### src/rtl/reg_wb_ctrl.sv
// Register-file write-back controller: ALU results are queued in a FIFO and load results use a valid/ready handshake.
// Writes leave one cycle after the grant. A full FIFO wins arbitration and stalls loads, and further ALU pushes are dropped.
module reg_wb_ctrl #(
   parameter int DEPTH = 4,
   parameter int AW    = 2
) (
   input  logic        clk,
   input  logic        rst,
   input  logic        iss_en,
   input  logic [4:0]  iss_rd,
   input  logic        alu_valid,
   input  logic [4:0]  alu_rd,
   input  logic [31:0] alu_data,
   output logic        alu_ready,
   input  logic        mem_valid,
   input  logic [4:0]  mem_rd,
   input  logic [31:0] mem_data,
   output logic        mem_ready,
   output logic        wt_en,
   output logic [4:0]  wt_addr,
   output logic [31:0] wt_data,
   input  logic [4:0]  rs_a,
   input  logic [4:0]  rs_b,
   output logic        busy_a,
   output logic        busy_b,
   output logic        ovf
);

   typedef struct packed {
      logic [4:0]  rd;
      logic [31:0] data;
   } wb_ent_t;

   localparam logic [AW:0]   FULL_CNT = (AW+1)'(DEPTH);
   localparam logic [AW:0]   CNT_ONE  = 1;
   localparam logic [AW-1:0] PTR_ONE  = 1;

   wb_ent_t       fifo_mem [DEPTH];
   logic [AW-1:0] wr_ptr;
   logic [AW-1:0] rd_ptr;
   logic [AW:0]   count;
   logic          full;
   logic          empty;
   logic          push;
   logic          pop;
   logic          grant;
   wb_ent_t       grant_ent;
   logic [31:0]   sb;
   logic [31:0]   sb_nxt;

   assign full      = (count == FULL_CNT);
   assign empty     = (count == '0);
   assign alu_ready = !full;
   assign mem_ready = mem_valid && !full;
   assign push      = alu_valid && !full;
   // A full FIFO must drain even if a load is waiting, otherwise ALU results are lost.
   assign pop       = !empty && (full || !mem_valid);
   assign grant     = mem_ready || pop;

   always_comb begin
      grant_ent = fifo_mem[rd_ptr];
      if (mem_ready) begin
         grant_ent.rd   = mem_rd;
         grant_ent.data = mem_data;
      end
   end

   always_ff @(posedge clk) begin
      if (push) begin
         fifo_mem[wr_ptr] <= {alu_rd, alu_data};
      end
   end

   always_ff @(posedge clk or posedge rst) begin
      if (rst) begin
         wr_ptr <= '0;
         rd_ptr <= '0;
         count  <= '0;
         ovf    <= 1'b0;
      end else begin
         if (push) wr_ptr <= wr_ptr + PTR_ONE;
         if (pop)  rd_ptr <= rd_ptr + PTR_ONE;
         if (push && !pop)      count <= count + CNT_ONE;
         else if (pop && !push) count <= count - CNT_ONE;
         if (alu_valid && full) ovf <= 1'b1;
      end
   end

   // Entries targeting r0 are consumed but never written.
   always_ff @(posedge clk or posedge rst) begin
      if (rst) begin
         wt_en   <= 1'b0;
         wt_addr <= '0;
         wt_data <= '0;
      end else if (grant) begin
         wt_en   <= (grant_ent.rd != 5'd0);
         wt_addr <= grant_ent.rd;
         wt_data <= grant_ent.data;
      end else begin
         wt_en   <= 1'b0;
      end
   end

   // Set after clear so a same-edge issue to the retiring register stays busy.
   always_comb begin
      sb_nxt = sb;
      if (wt_en)  sb_nxt[wt_addr] = 1'b0;
      if (iss_en) sb_nxt[iss_rd]  = 1'b1;
      sb_nxt[0] = 1'b0;
   end

   always_ff @(posedge clk or posedge rst) begin
      if (rst) sb <= '0;
      else     sb <= sb_nxt;
   end

   assign busy_a = (rs_a != 5'd0) && sb[rs_a];
   assign busy_b = (rs_b != 5'd0) && sb[rs_b];

endmodule

### config.mk
export PLATFORM = sky130hd
export DESIGN_NAME = reg_wb_ctrl
export DESIGN_NICKNAME = d
export VERILOG_FILES = /design/src/rtl/reg_wb_ctrl.sv
export SDC_FILE = /design/constraint.sdc
export NUM_CORES = 1
export LEC_CHECK = 0
export CORE_MARGIN = 4
export CORE_UTILIZATION = 40
export CTS_CLUSTER_DIAMETER = 100
export DETAILED_ROUTE_END_ITERATION = 8
export GPL_ROUTABILITY_DRIVEN = 0
export HOLD_SLACK_MARGIN = 0.06
export PLACE_DENSITY = 0.73
export SYNTH_ARGS = -nofsm -noshare
export SYNTH_HDL_FRONTEND = slang
export SYNTH_SLANG_ARGS = --single-unit
export TNS_END_PERCENT = 20
### constraint.sdc
create_clock -name clk -period 3 [get_ports clk]
set_clock_uncertainty 0.1 [all_clocks]
set_input_delay 0.75 -clock clk [delete_from_list [all_inputs] [get_ports clk]]
set_output_delay 0.75 -clock clk [all_outputs]
set_load 0.02 [all_outputs]
==> metrics.md, run 1 <==
| Metric | Value |
|---|---|
| Status | `complete, but fails checks` |
| Violated checks | `setup timing` |
| Pre-Repair DR Iteration Count | `5` |
| CP required | `2.15 ns` |
| Peak Freq | `316 MHz` |
| CP bufs+invs | `1` |
| # diodes | `0` |
| Gr usage total | `0.167` |
| Maximum VDD drop | `540 uV` |
| Largest net degree at the start of global routing | `39` |
| CP startpoint kind | `register` |
| CTS H-tree depth | `1` |
| Final Hold Vio Count | `0` |
| Crit. End Element | `output pin` |
| CP arrival | `2.31 ns` |
| Dpl hpwl | `14400 um` |
| Share of cells above drive strength 1 | `0.196` |
| Mapped Area | `0.00919 mm2` |
| Vias in the first global route | `6203` |
| CP max stage cell | `mux4_2` |
| Mapped Avg Cell Area | `16.6 um2` |
| Flop and latch count out of synthesis | `225` |
| Die width | `160 um` |
| Insertion delay to the later sink of the worst-skew pair | `0.50 ns` |
| Worst Max-Slew Pin Slew | `0.657 ns` |
| Most common cell in the netlist | `edfxtp_1` |
| Starting Density | `0.406` |
| Final #Nets | `812` |
| Final TNS setup | `-0.292 ns` |
| CP Class | `register to output pin` |
| Crit-path max cell delay | `0.49 ns` |
| RSZ-0062 raised after global routing | `true` |
| Starting DRT DRC Count | `465` |
| Total number of vias | `5666` |
| Area of the multi-input gates | `0.00261 mm2` |
| Seq. cell area | `0.00638 mm2` |
| Cells along the critical path | `mux4_2, mux4_2, mux2_4, buf_6` |
| Cts bufs inserted | `23` |
| Tcrit/Tclk final | `1.05` |
| Worst relative slew slack | `0.562` |
| Synth cell count leaders | `edfxtp_1, o21ai_0, dfrtp_1` |
| Post-synth top area cell | `edfxtp_1` |
| Setup ws final | `-0.163 ns` |
| Yosys warning count | `0` |
| Fillers | `1812` |
| Most frequent CP cell | `mux4_2` |
| Asr flop ratio synth | `0.342` |
| Synth area leaders | `edfxtp_1, dfrtp_1, mux4_2` |
| Clock transition at path regs | `0.06 ns` |
| I/O pin total | `137` |
| Static leakage | `0.00431 uW` |
| Type of the tightest min-delay check | `register to register` |
| Global-route wire length before repair | `34000 um` |
| DRC viols | `0` |
| Ys flop type | `edfxtp_1` |
| Port bufs | `136` |
| Num Clock Sinks | `225` |
| Clock period minus worst slack | `3.16 ns` |
| Distinct cell type count after synthesis | `34` |
| Setup Viol. Count Final | `2` |
| Pwr Density | `994 mW/mm2` |
| Overflow after GRT | `0` |
| Clk buf depth | `3` |
| Core area | `0.0226 mm2` |
| Antenna violations before repair | `2` |
| Top cell type's share of synthesized area | `0.483` |
| Number of flops mapped to enable cells by yosys | `148` |
| CTS tree | `done` |
| Routed vias/inst | `5.59` |
| Post-synthesis sequential area ratio | `0.693` |
| Post-synthesis cell count | `555` |
| Final slew viol count | `0` |
| Synthesis-to-finish area growth | `29.1%` |
| Routed len/inst | `21.4 um` |
| Post-route antenna net violation count | `0` |
| WL final | `21700 um` |
| Die Footprint | `0.0255 mm2` |
| Die Y | `160 um` |
| CTS root buf | `clkbuf_16` |
| Syn_nets | `655` |
| Cell family with most CP delay | `multiplexers` |
| Max Cap Viol | `0` |
| Hold_ws | `0.408 ns` |
| # rows | `55` |
| Max FO, Critical Path | `3` |
## what timing repair did
| action | CTS | global route |
|---|---|---|
| hold buffers | 0 | 0 |
| gates resized for setup | 40 | 1 |
| buffers inserted | 1 | 0 |
| endpoints found under the setup margin | 4 | 2 |
## sequential cells by signal, summed over array words and instances, names as in the netlist, 2 cells and up
name / cells
count: 3
fifo_mem: 148
rd_ptr: 2
sb: 31
wr_ptr: 2
wt_addr: 5
wt_data: 32
## metrics by stage
| stage | utilization | std cells | worst slack [ns] | power (uW) | cell area [um2] |
|---|---|---|---|---|---|
| 6_report | 0.524 | 1013 | -0.163 | 11800 | 11900 |
| 5_1_grt | 0.524 | 1013 | -0.187 | 12400 | 11900 |
| 4_1_cts | 0.526 | 1015 | -0.192 | 11900 | 11900 |
| 3_5_place_dp | 0.490 | 973 | -1.04 | 8910 | 11100 |
| 3_3_place_gp | 0.490 | 973 | -1.01 | 8690 | 11100 |
| 2_1_floorplan | - | 555 | -0.0132 | 7190 | 9210 |
## path summary, 6_finish.rpt
check	depth (start not counted)	from	end	slack (ns)
max reg2reg	8	count[0]	count[1]	0.49
min reg2reg	2	wt_data[1]	wt_data[1]	0.41
max	4	sb[4]	busy_b	-0.16
max in group asynchronous	3	rst	sb[21]	1.59
min in group asynchronous	2	rst	sb[24]	0.56
min	2	wt_data[1]	wt_data[1]	0.41
## cell usage in the layout, fill, tap and decap left out, types with 2 or more instances in the layout
master           synthesis  layout
buf_4                    1      16
nor2_1                  11      11
buf_6                    0       4
and3_2                   0       4
nand2_1                  7       7
nand3_1                  5       5
mux2_4                   0       2
dfrtp_1                 77      73
xor2_1                   3       3
and3_1                   6       2
clkinv_4                 0       4
xnor2_1                  3       3
clkbuf_16                0      23
inv_1                   38      37
o21ai_0                 96      96
a21oi_1                  5       5
dlygate4sd2_1            0       2
mux4_2                  55      55
buf_2                    7       3
bufinv_16                0       3
a22oi_1                 30      30
mux2i_1                  8       8
buf_12                   0       5
ha_1                     5       5
clkinv_2                 0       3
clkdlybuf4s50_1          0     127
clkinv_1                 0       2
clkinvlp_4               0       2
nand3b_1                10      10
edfxtp_1               148     148
dfrtp_2                  0       4
or3b_2                   6       6
clkbuf_8                 0       4
or3_1                    2       2
## logic make-up (layout without fill, tap and decap cells)
| group | count (synthesis) | after routing | share of synthesized area |
|---|---|---|---|
| DFF | 225 | 225 | 0.693 |
| AOI/OAI and AO/OA | 137 | 137 | 0.0847 |
| muxes | 66 | 66 | 0.147 |
| adders and majority gates | 6 | 6 | 0.00898 |
| buffers and inverters | 64 | 237 | 0.0275 |
| and+or+nand+nor | 51 | 51 | 0.0331 |
| xor gates and xnor gates | 6 | 6 | 0.00572 |
## final cells by class
| cell class | count | share of cell area |
|---|---|---|
| clock buffer | 27 | 0.0531 |
| clock inverter | 14 | 0.0147 |
| inverter | 38 | 0.0121 |
| multi-input combinational | 266 | 0.219 |
| sequential | 225 | 0.537 |
| tap | 285 | 0.0300 |
| timing repair buffer | 158 | 0.133 |
## per-layer routing
layer,global-route usage,share of wire,vias up
li1,-,-,2489
met2,0.284,0.49,254
met1,0.215,0.41,2864
met4,0.0422,0.021,4
met3,0.0456,0.078,55
met5,0,0.0012,-
## power by group
part           internal (uW)  switching, uW
combinational           1890           1990
sequential              4300            661
clock                   1780           1180
total                   7960           3840
## worst reg2reg max path, delay by kind of cell, from the launching register on
family        cells  cell delay (ns)
fa+ha+maj         2             0.64
buf+inv           3             0.32
flops             1             0.49
mux               1             0.28
simple gates      2             0.56
Power figures use the tool's default switching activity.
==> run 2, diff against run 1 <==
ABC_AREA = 1   (was unset)
GPL_TIMING_DRIVEN = 0   (was unset)
==> metrics.md, run 2 <==
| Metric | Value |
|---|---|
| Status | `finished, final reports clean` |
| Static leakage | `0.00487 uW` |
| Asr flop ratio synth | `0.342` |
| Vias in the first global route | `7381` |
| Dpl hpwl | `17200 um` |
| Mapped Avg Cell Area | `10.4 um2` |
| DRC viols | `0` |
| CTS H-tree depth | `1` |
| Max Cap Viol | `0` |
| Top cell type's share of synthesized area | `0.461` |
| Finished Cell Area | `0.0124 mm2` |
| Yosys warning count | `0` |
| I/O pin total | `137` |
| Largest net degree at the start of global routing | `54` |
| RSZ-0062 raised after global routing | `false` |
| Maximum VDD drop | `581 uV` |
| Gr usage total | `0.183` |
| FF-to-FF End | `count[1]` |
| Setup Viol. Count Final | `0` |
| CTS tree | `done` |
| Die Footprint | `0.0267 mm2` |
| Max FO, Critical Path | `10` |
| CP Class | `input port to output pin` |
| Reg-to-reg startpoint | `count[0]` |
| Global-route wire length before repair | `38700 um` |
| Worst relative slew slack | `0.632` |
| Final #Nets | `1195` |
| Hold path depth | `1` |
| Final Power | `12300 uW` |
| Most frequent cells in the layout | `nand2_1, edfxtp_1, o21ai_0` |
| CP required | `2.15 ns` |
| Number of flops mapped to enable cells by yosys | `148` |
| Post-Route Utilization | `0.524` |
| Clk buf depth | `3` |
| Die width | `163 um` |
| Core area | `0.0236 mm2` |
| Starting DRT DRC Count | `554` |
| Clock period minus worst slack | `2.93 ns` |
| Starting Density | `0.409` |
| Max FFs per register | `148` |
| Port bufs | `134` |
| Clock transition at path regs | `0.06 ns` |
| WL final | `24600 um` |
| GR Util met2 | `0.318` |
| Reg2reg path depth | `8` |
| Final TNS setup | `0 ns` |
| Final slew viol count | `0` |
| Share of cells above drive strength 1 | `0.0855` |
| Largest regs | `fifo_mem: 148 flops, wt_data: 32 flops, sb: 31 flops` |
| Routed vias/inst | `5.14` |
| Leading cell type in the layout, fill and taps excluded | `nand2_1` |
| Largest Register | `fifo_mem` |
| CP bufs+invs | `4` |
| Crit-path max cell delay | `0.50 ns` |
| Num Clock Sinks | `225` |
| DP Area | `0.0115 mm2` |
| Antenna violations before repair | `4` |
| CP Depth | `5` |
| Post-route antenna net violation count | `0` |
| Syn_nets | `1030` |
| Total number of vias | `7357` |
| Pwr Density | `992 mW/mm2` |
| Synthesis-to-finish area growth | `28.3%` |
| Insertion delay to the later sink of the worst-skew pair | `0.50 ns` |
| Distinct cell type count after synthesis | `30` |
| Hold path endpoint | `ovf` |
| Type of the tightest min-delay check | `register to register` |
| R2r setup slk | `0.60 ns` |
| GRT met1 Usage | `0.227` |
| Synth area leaders | `edfxtp_1, dfrtp_1, nand2_1` |
| Crit. End Element | `output pin` |
| Cell family with most CP delay | `buffers and inverters` |
| Cells along the critical path | `clkdlybuf4s50_1, nand2_4, inv_2, buf_4, dlygate4sd2_1` |
| Most common cell in the netlist | `nand2_1` |
| Cts bufs inserted | `22` |
| Synth cell count leaders | `nand2_1, edfxtp_1, o21ai_0` |
| Mapped Area | `0.00965 mm2` |
| Overflow after GRT | `0` |
| Final Hold Vio Count | `0` |
| Ys flop type | `edfxtp_1` |
| Routed len/inst | `17.2 um` |
| CP arrival | `2.08 ns` |
| Fillers | `2076` |
| Die Y | `163 um` |
| GR Layer Usage met3 | `0.0487` |
| Flop and latch count out of synthesis | `225` |
| Tcrit/Tclk final | `0.976` |
| Peak Freq | `341 MHz` |
| Most used routing layer | `met2` |
| Hold path start | `ovf` |
| Pre-Repair DR Iteration Count | `5` |
| Worst Max-Slew Pin Slew | `0.551 ns` |
| # rows | `56` |
| Post-synthesis sequential area ratio | `0.660` |
| CTS root buf | `clkbuf_16` |
| CP max stage cell | `clkdlybuf4s50_1` |
| Post-synthesis cell count | `930` |
| # diodes | `0` |
| CP startpoint kind | `input port` |
| Post-synth top area cell | `edfxtp_1` |
==> run 2: worst max path at each step <==
stage,from,to,slack (ns)
final,mem_valid,mem_ready,0.07
after floorplan,alu_valid,fifo_mem[0][0],0.02
after global placement,alu_valid,fifo_mem[3][13],-1.79
after detailed placement,rs_a[2],busy_a,-0.69
after global routing,mem_valid,mem_ready,0.01
after CTS,rs_a[3],busy_a,-0.05
==> run 2: timing repair <==
action,CTS,global route
resized for setup,18,7
pin swaps,1,0
gates cloned,1,0
buffers inserted,1,0
endpoints found under the hold margin,0,0
hold buffers,0,0
endpoints found under the setup margin,3,2
==> run 2: through the flow <==
stage          setup slack (ns)  instances  hold WS, ns
2_1_floorplan            0.0155        930        0.371
3_3_place_gp              -1.79       1383        0.359
3_5_place_dp             -0.687       1388        0.364
4_1_cts                 -0.0529       1430        0.378
5_1_grt                  0.0136       1430        0.398
6_report                 0.0717       1430        0.372
==> run 2: logic make-up after synthesis <==
kind of cell	share of synthesized area
and+or+nand+nor	0.166
DFF	0.660
AOI/OAI and AO/OA	0.108
buffers and inverters	0.0521
adders and majority gates	0.00856
xor gates and xnor gates	0.00363
muxes	0.00117
==> run 2: power breakdown <==
part / internal, uW / leakage, uW / switching [uW]
sequential: 4290 / 0.00224 / 510
combinational: 1670 / 0.00223 / 2800
clock: 1920 / 0.000397 / 1100
total: 7880 / 0.00487 / 4400
==> run 2: area by class of cell <==
| class | count | area (um2) | area share |
|---|---|---|---|
| Buffer | 40 | 234 | 0.0189 |
| Clock buffer | 30 | 642 | 0.0519 |
| Clock inverter | 10 | 170 | 0.0137 |
| Inverter | 74 | 280 | 0.0226 |
| Multi-Input combinational cell | 591 | 2830 | 0.229 |
| Sequential cell | 225 | 6370 | 0.515 |
| Tap cell | 319 | 399 | 0.0322 |
| Timing Repair Buffer | 141 | 1450 | 0.117 |
==> run 2: per-layer routing <==
layer  part of all wire  wire length [um]
met1               0.39              9520
met2               0.50             12200
met3              0.093              2300
met4              0.022               548
met5             0.0020                50
